**src/rtl/instruction_decoder_pkg.sv**
```systemverilog
// Shared constants for the A/B accumulator decode stage:
// opcodes, write-source selects, flag bit indices, field slices.
package instruction_decoder_pkg;

   localparam logic [5:0] OP_NOP   = 6'd0;
   localparam logic [5:0] OP_LDA   = 6'd1;
   localparam logic [5:0] OP_LDB   = 6'd2;
   localparam logic [5:0] OP_LDCA  = 6'd3;
   localparam logic [5:0] OP_LDCB  = 6'd4;
   localparam logic [5:0] OP_STA   = 6'd5;
   localparam logic [5:0] OP_STB   = 6'd6;
   localparam logic [5:0] OP_ADDA  = 6'd7;
   localparam logic [5:0] OP_ADDB  = 6'd8;
   localparam logic [5:0] OP_ADDCA = 6'd9;
   localparam logic [5:0] OP_ADDCB = 6'd10;
   localparam logic [5:0] OP_SUBA  = 6'd11;
   localparam logic [5:0] OP_SUBB  = 6'd12;
   localparam logic [5:0] OP_ANDA  = 6'd13;
   localparam logic [5:0] OP_ANDB  = 6'd14;
   localparam logic [5:0] OP_ORA   = 6'd15;
   localparam logic [5:0] OP_ORB   = 6'd16;
   localparam logic [5:0] OP_JMP   = 6'd17;
   localparam logic [5:0] OP_BAEQ  = 6'd18;
   localparam logic [5:0] OP_BBEQ  = 6'd19;

   localparam logic [1:0] SEL_HOLD = 2'b00;
   localparam logic [1:0] SEL_ALU  = 2'b01;
   localparam logic [1:0] SEL_MEM  = 2'b10;
   localparam logic [1:0] SEL_IMM  = 2'b11;

   localparam int FLAG_Z = 0;
   localparam int FLAG_N = 1;
   localparam int FLAG_C = 2;

   localparam int OP_HI   = 15;
   localparam int OP_LO   = 10;
   localparam int INM_HI  = 7;
   localparam int INM_LO  = 0;
   localparam int MEM_HI  = 9;
   localparam int MEM_LO  = 0;
   localparam int BR_HI   = 5;
   localparam int BR_LO   = 0;
   localparam int JMP_HI  = 9;
   localparam int JMP_LO  = 0;

   typedef struct packed {
      logic [5:0] opcode;
      logic [1:0] sela;
      logic [1:0] selb;
      logic       selm1;
      logic       selm2;
      logic       wr;
      logic       jmp;
      logic       br;
   } ctrl_t;

endpackage

```
**src/rtl/instruction_decoder_table.sv**
```systemverilog
// Combinational opcode/flag decode into the control bundle.
// Ports: op, flaga, flagb in; ctrl (ctrl_t) out. Reserved ops give NOP.
module decode_table
   import instruction_decoder_pkg::*;
(
   input  logic [5:0] op,
   input  logic [2:0] flaga,
   input  logic [2:0] flagb,
   output ctrl_t      ctrl
);

   // Only the Z flags steer branches; N/C are carried for later opcodes.
   logic unused_flags;
   assign unused_flags = ^{flaga[FLAG_C:FLAG_N], flagb[FLAG_C:FLAG_N]};

   always_comb begin
      ctrl        = '0;
      ctrl.opcode = op;
      unique case (1'b1)
         (op == OP_NOP): ;
         (op == OP_LDA):  ctrl.sela = SEL_MEM;
         (op == OP_LDB):  ctrl.selb = SEL_MEM;
         (op == OP_LDCA): ctrl.sela = SEL_IMM;
         (op == OP_LDCB): ctrl.selb = SEL_IMM;
         (op == OP_STA):  ctrl.wr = 1'b1;
         (op == OP_STB): begin
            ctrl.wr    = 1'b1;
            ctrl.selm1 = 1'b1;
         end
         (op == OP_ADDA || op == OP_SUBA ||
          op == OP_ANDA || op == OP_ORA):
            ctrl.sela = SEL_ALU;
         (op == OP_ADDB || op == OP_SUBB ||
          op == OP_ANDB || op == OP_ORB): begin
            ctrl.selb  = SEL_ALU;
            ctrl.selm1 = 1'b1;
         end
         (op == OP_ADDCA): begin
            ctrl.sela  = SEL_ALU;
            ctrl.selm2 = 1'b1;
         end
         (op == OP_ADDCB): begin
            ctrl.selb  = SEL_ALU;
            ctrl.selm1 = 1'b1;
            ctrl.selm2 = 1'b1;
         end
         (op == OP_JMP):  ctrl.jmp = 1'b1;
         (op == OP_BAEQ): ctrl.br = flaga[FLAG_Z];
         (op == OP_BBEQ): ctrl.br = flagb[FLAG_Z];
         default:         ctrl.opcode = OP_NOP;
      endcase
   end

endmodule

```
**src/rtl/instruction_decoder.sv**
```systemverilog
// Decode stage: registers decoded controls and raw instruction fields.
// Ports: clk, reset, in[15:0], flagA/flagB in; selects, enables, fields out.
module instruction_decoder
   import instruction_decoder_pkg::*;
(
   input  logic        clk,
   input  logic        reset,
   input  logic [15:0] in,
   input  logic [2:0]  flagA,
   input  logic [2:0]  flagB,
   output logic [5:0]  opCode,
   output logic [1:0]  selA,
   output logic [1:0]  selB,
   output logic        selM1,
   output logic        selM2,
   output logic        wrEnable,
   output logic        jmpEnable,
   output logic        branchEnable,
   output logic [7:0]  inm,
   output logic [9:0]  memDir,
   output logic [5:0]  branchDir,
   output logic [9:0]  jmpDir
);

   ctrl_t ctrl;

   decode_table u_table (
      .op    (in[OP_HI:OP_LO]),
      .flaga (flagA),
      .flagb (flagB),
      .ctrl  (ctrl)
   );

   always_ff @(posedge clk) begin
      if (reset) begin
         opCode       <= '0;
         selA         <= '0;
         selB         <= '0;
         selM1        <= 1'b0;
         selM2        <= 1'b0;
         wrEnable     <= 1'b0;
         jmpEnable    <= 1'b0;
         branchEnable <= 1'b0;
         inm          <= '0;
         memDir       <= '0;
         branchDir    <= '0;
         jmpDir       <= '0;
      end else begin
         opCode       <= ctrl.opcode;
         selA         <= ctrl.sela;
         selB         <= ctrl.selb;
         selM1        <= ctrl.selm1;
         selM2        <= ctrl.selm2;
         wrEnable     <= ctrl.wr;
         jmpEnable    <= ctrl.jmp;
         branchEnable <= ctrl.br;
         inm          <= in[INM_HI:INM_LO];
         memDir       <= in[MEM_HI:MEM_LO];
         branchDir    <= in[BR_HI:BR_LO];
         jmpDir       <= in[JMP_HI:JMP_LO];
      end
   end

endmodule

```
**config.mk**
```make
export PLATFORM = sky130hd
export DESIGN_NAME = instruction_decoder
export DESIGN_NICKNAME = d
export VERILOG_FILES = /design/src/rtl/instruction_decoder_pkg.sv /design/src/rtl/instruction_decoder_table.sv /design/src/rtl/instruction_decoder.sv
export SDC_FILE = /design/constraint.sdc
export NUM_CORES = 1
export LEC_CHECK = 0
export BUFFER_PORTS_ARGS = -buffer_cell sky130_fd_sc_hd__buf_2
export CAP_MARGIN = 20
export CORE_MARGIN = 4
export CORE_UTILIZATION = 38
export DETAILED_ROUTE_END_ITERATION = 12
export PLACE_DENSITY = 0.74
export SETUP_SLACK_MARGIN = 0.02
export SLEW_MARGIN = 20
export SYNTH_ARGS = -nofsm -noshare
export SYNTH_HDL_FRONTEND = slang
export SYNTH_SLANG_ARGS = --single-unit
export TNS_END_PERCENT = 10
```
**constraint.sdc**
```tcl
create_clock -name clk -period 1 [get_ports clk]
set_input_delay 0.2 -clock clk [delete_from_list [all_inputs] [get_ports clk]]
set_output_delay 0.2 -clock clk [all_outputs]
set_load 0.005 [all_outputs]
```
# Yosys cells after proc, flatten, opt, wreduce, memory -nomap -nowiden
# Cells that the tools add are included.
# Widths: inputs -> output; s select.
# classes
bitwise,1
mux,7
eq_ne,19
n_reduce_logical,14
# ops
op,n
$eq 6x4->1 const B,8
$eq 6x3->1 const B,4
$eq 6x5->1 const B,4
$reduce_or 14->1,1
$eq 6x2->1 const B,2
$pmux 2 s3,2
$reduce_or 2->1,5
$eq 6x1->1 const B,1
$logic_not 6->1,1
$logic_or 1x1->1,6
$mux 1,4
$reduce_or 3->1,1
$pmux 1 s2,1
$not 1->1,1
# totals
ff_bits,39
elab_cells,52
in_bits,24

# Logic depth before layout (Yosys ltp)
# logic_depth
ltp_word,7
mapped_depth,4
depth_no_buf,3

# Hierarchy
# Synthesis repeated with hierarchy kept, for this count alone.
# hier_totals
cells_unflattened,110
area_unflattened_um2,1093.5
# by_module_without_submodules
mod,cells_each,seq_area_each_um2,instances,area_per_inst_um2
instruction_decoder,76,500.5,1,853.3
decode_table,34,0.0,1,240.2

# Least setup slack after synthesis
# Ideal clock, no wire load.
# synth_timing
kind,input port to flip-flop
start,input in[12]
end,register selB[0]
t_required_ns,0.930
arrival_time_ns,0.725
cell_stages,4
setup_ns,0.070
setup_slack_ns,0.205
path_cell_list,buf_2 nor2_1 nand4b_1 a21oi_1
# synth_between
elab_chain_len,6
word_cells_on_any_way,12
# synth_lines
element,line_no,text
from (decl),instruction_decoder.sv:8,"input logic [15:0] in,"
$eq 6x4->1,instruction_decoder_table.sv:33,(op == OP_ADDB || op == OP_SUBB ||
$logic_or 1x1->1 (2 in series),instruction_decoder_table.sv:33,
$logic_or 1x1->1,instruction_decoder_table.sv:34,op == OP_ANDB || op == OP_ORB): begin
$reduce_or 2->1 (no source line),n/a,
$pmux 2 s3 *,instruction_decoder_table.sv:19,unique case (1'b1)
to (signal assigned),instruction_decoder.sv:51,selB <= ctrl.selb;
to (decl),instruction_decoder.sv:13,"output logic [1:0] selB,"
# Every way passes the cells marked *; elsewhere a longest branch is shown, timed or not.
# A chain may end at the register's enable or synchronous reset.

# Worst setup path after layout
# layout_timing
start,register inm[3]
end,output inm[3]
# layout_rtl
element,line_no,text
from (decl),instruction_decoder.sv:19,"output logic [7:0] inm,"
from (signal assigned),instruction_decoder.sv:57,inm <= in[INM_HI:INM_LO];
# No word-level cell between the ends.

==> impl_metrics.env <==
export IMPL_arrival_ns=0.78
export IMPL_dp_hpwl_um=1460
export IMPL_slowest_delay_ns=0.36
export IMPL_synth_area_um2=962
export IMPL_cts_root_buf="clkbuf_4"
export IMPL_grt_usage_pct=10.4
export IMPL_critPathSlowestCell="dfxtp_2"
export IMPL_grt_overflow=0
export IMPL_cp_buffers_inverters=1
export IMPL_fp_dieH_um=58.3
export IMPL_yosys_area_top_type="dfxtp_1"
export IMPL_io_pins=73
export IMPL_setup_viol_count_final=0
export IMPL_power_density_nw_per_um2=1430
export IMPL_area_delta_synth_final_pct=23.4
export IMPL_antenna_found_initial=0
export IMPL_drc=0
export IMPL_ys_types=25
export IMPL_ys_ff_latch=25
export IMPL_layout_drive_gt1_share_pct=63.8
export IMPL_timing_setup_tns_ns=0
export IMPL_grt_pass1_vias=639
export IMPL_seq_area_um2=514
export IMPL_grt_max_degree=15
export IMPL_grt_pass1_wl_um=2730
export IMPL_cts_tree="built"
export IMPL_yosysSeqAreaShare_pct=52.0
export IMPL_syn_inst=93
export IMPL_postSynthAreaPerCell_um2=10.3
export IMPL_ir_worst_vdd_mv=0.653
export IMPL_slew_viol_final=0
export IMPL_fp_dieArea_um2=3400
export IMPL_cts_path_max_buffers=2
export IMPL_place_congestion=0.719
export IMPL_crit_fanout=4
export IMPL_vias=710
export IMPL_ys_warn_count=0
export IMPL_yosys_cell_count_top_type="dfxtp_1"
export IMPL_max_cap_viol_count=0
export IMPL_hold_class="primary input to register"
export IMPL_crit_type="register to output port"
export IMPL_finish_net_count=163
export IMPL_postCtsSetupBuffers=0
export IMPL_fin_crit_ns=0.978
export IMPL_initial_core_util_pct=41.5
export IMPL_antenna_cells=0
export IMPL_hold_slack_ns=0.0933
export IMPL_wl_met3_um=327
export IMPL_drtIter0Drc=4
export IMPL_run_status="completed"
export IMPL_final_cells=166
export IMPL_synth_async_reset_ratio_pct=0
export IMPL_endpoint_kind="output port"
export IMPL_cts_buffers=3
export IMPL_yosys_top_cells_count="25 x dfxtp_1, 24 x buf_4, 11 x nor2b_1, 3 x buf_2, 3 x nor2_1"
export IMPL_fmax_ghz=1.02
export IMPL_cts_sinks=25
export IMPL_wl_met2_um=825
export IMPL_vias_per_cell=4.28
export IMPL_synth_top_area_share_pct=52.0
export IMPL_rows=17
export IMPL_htree_levels=1
export IMPL_wl_per_cell_um=10.9
export IMPL_die_width_um=58.3
export IMPL_power_mw=1.69
export IMPL_fillers=230
export IMPL_synth_area_leaders="dfxtp_1 52%, buf_4 19%, nor2b_1 7.2%, xnor2_1 1.8%, nor3_4 1.7%"
export IMPL_crit_chain="buf_2"
export IMPL_hold_viol=0
export IMPL_ys_flop_type="dfxtp_1"
export IMPL_synth_net_count=117
export IMPL_multi_input_area_um2=255
export IMPL_crit_required_ns=0.80
export IMPL_clkTransAtPathRegs_ns=0.13
export IMPL_core_um2=2320
export IMPL_top_layer_used="met3"
export IMPL_routed_wl_um=1810
export IMPL_io_buffers=68
export IMPL_synth_edf_count=0
export IMPL_ant_nets=0
export IMPL_rsz0062_at_grt="yes"
export IMPL_cp_top_family="flip-flops"
export IMPL_p_leak_nw=0.662
export IMPL_finalCritPeriodShare_pct=97.8
export IMPL_start_kind="register"
export IMPL_place_inst=162
export IMPL_wl_met1_um=656
export IMPL_dr_pass1_iters=3
[logic make-up (layout without fill, tap and decap cells)]
kind of cell,after synthesis,in the layout,share of synthesized area (%)
other,1,1,0.390
buffers and inverters,30,75,21.5
and+or+nand+nor,28,28,19.4
AOI/OAI and AO/OA,6,6,3.90
xor gates and xnor gates,2,2,1.82
muxes,1,1,1.04
DFF,25,25,52.0
[registers in the layout, summed over array words and instances, names as in the netlist]
register and count:
inm 7, opCode 6, jmpDir 3, selA 2
selB 2, branchEnable 1, jmpEnable 1, selM1 1
selM2 1, wrEnable 1
[cell usage in the layout (no fill, tap or decap)]
cell	count
buf_2	68
dfxtp_1	14
nor2b_1	11
dfxtp_2	11
nor2_1	3
clkbuf_4	3
inv_1	2
nor3b_1	2
o21ai_0	2
and3_1	2
a21oi_1	2
xnor2_1	2
nor3_1	2
nand4b_1	1
mux2i_1	1
nand3_1	1
nor3_4	1
and2_4	1
and2_2	1
o211a_1	1
a21o_1	1
nand2_1	1
nand2b_1	1
nor3b_2	1
clkinv_2	1
conb_1	1
buf_4	1
[power by group]
part | internal, mW | leakage, nW | total, mW | switching (mW)
Sequential | 1.03 | 0.209 | 1.05 | 0.0159
Clock | 0.149 | 0.0177 | 0.433 | 0.284
Combinational | 0.115 | 0.435 | 0.212 | 0.0968
[path summary, 6_finish.rpt]
kind	slack, ns	startpoint	to	cells after the start
setup / recovery	0.02	inm[3]$_SDFF_PP0_	inm[3]	1
hold / removal	0.09	in[4]	inm[4]$_SDFF_PP0_	2
[metrics by stage]
step,util [%],setup slack [ns],cell area (um2)
detailed placement,49.4,-0.0353,1150
floorplan,-,0.205,962
global route,51.2,-0.0372,1190
CTS,51.0,0.000576,1180
finish,51.2,0.0225,1190
global placement,49.4,0.0325,1150
[metal layers]
layer	GRT usage [%]	vias up
met5	0	-
met4	4.97	0
met3	3.73	0
met2	18.5	52
met1	10.7	300
li1	-	358
[area by class of cell]
type	count	area share [%]
sequential	25	43.3
timing repair buffer	69	29.3
multi-input combinational	38	21.5
tap	28	2.95
clock buffer	3	1.90
inverter	2	0.632
clock inverter	1	0.421
[what timing repair did]
item                                    CTS  global route
endpoints found under the setup margin   30            49
gates cloned                              0             0
hold buffers                              0             0
gates resized for setup                   7             4
(Power assumes the default switching activity.)
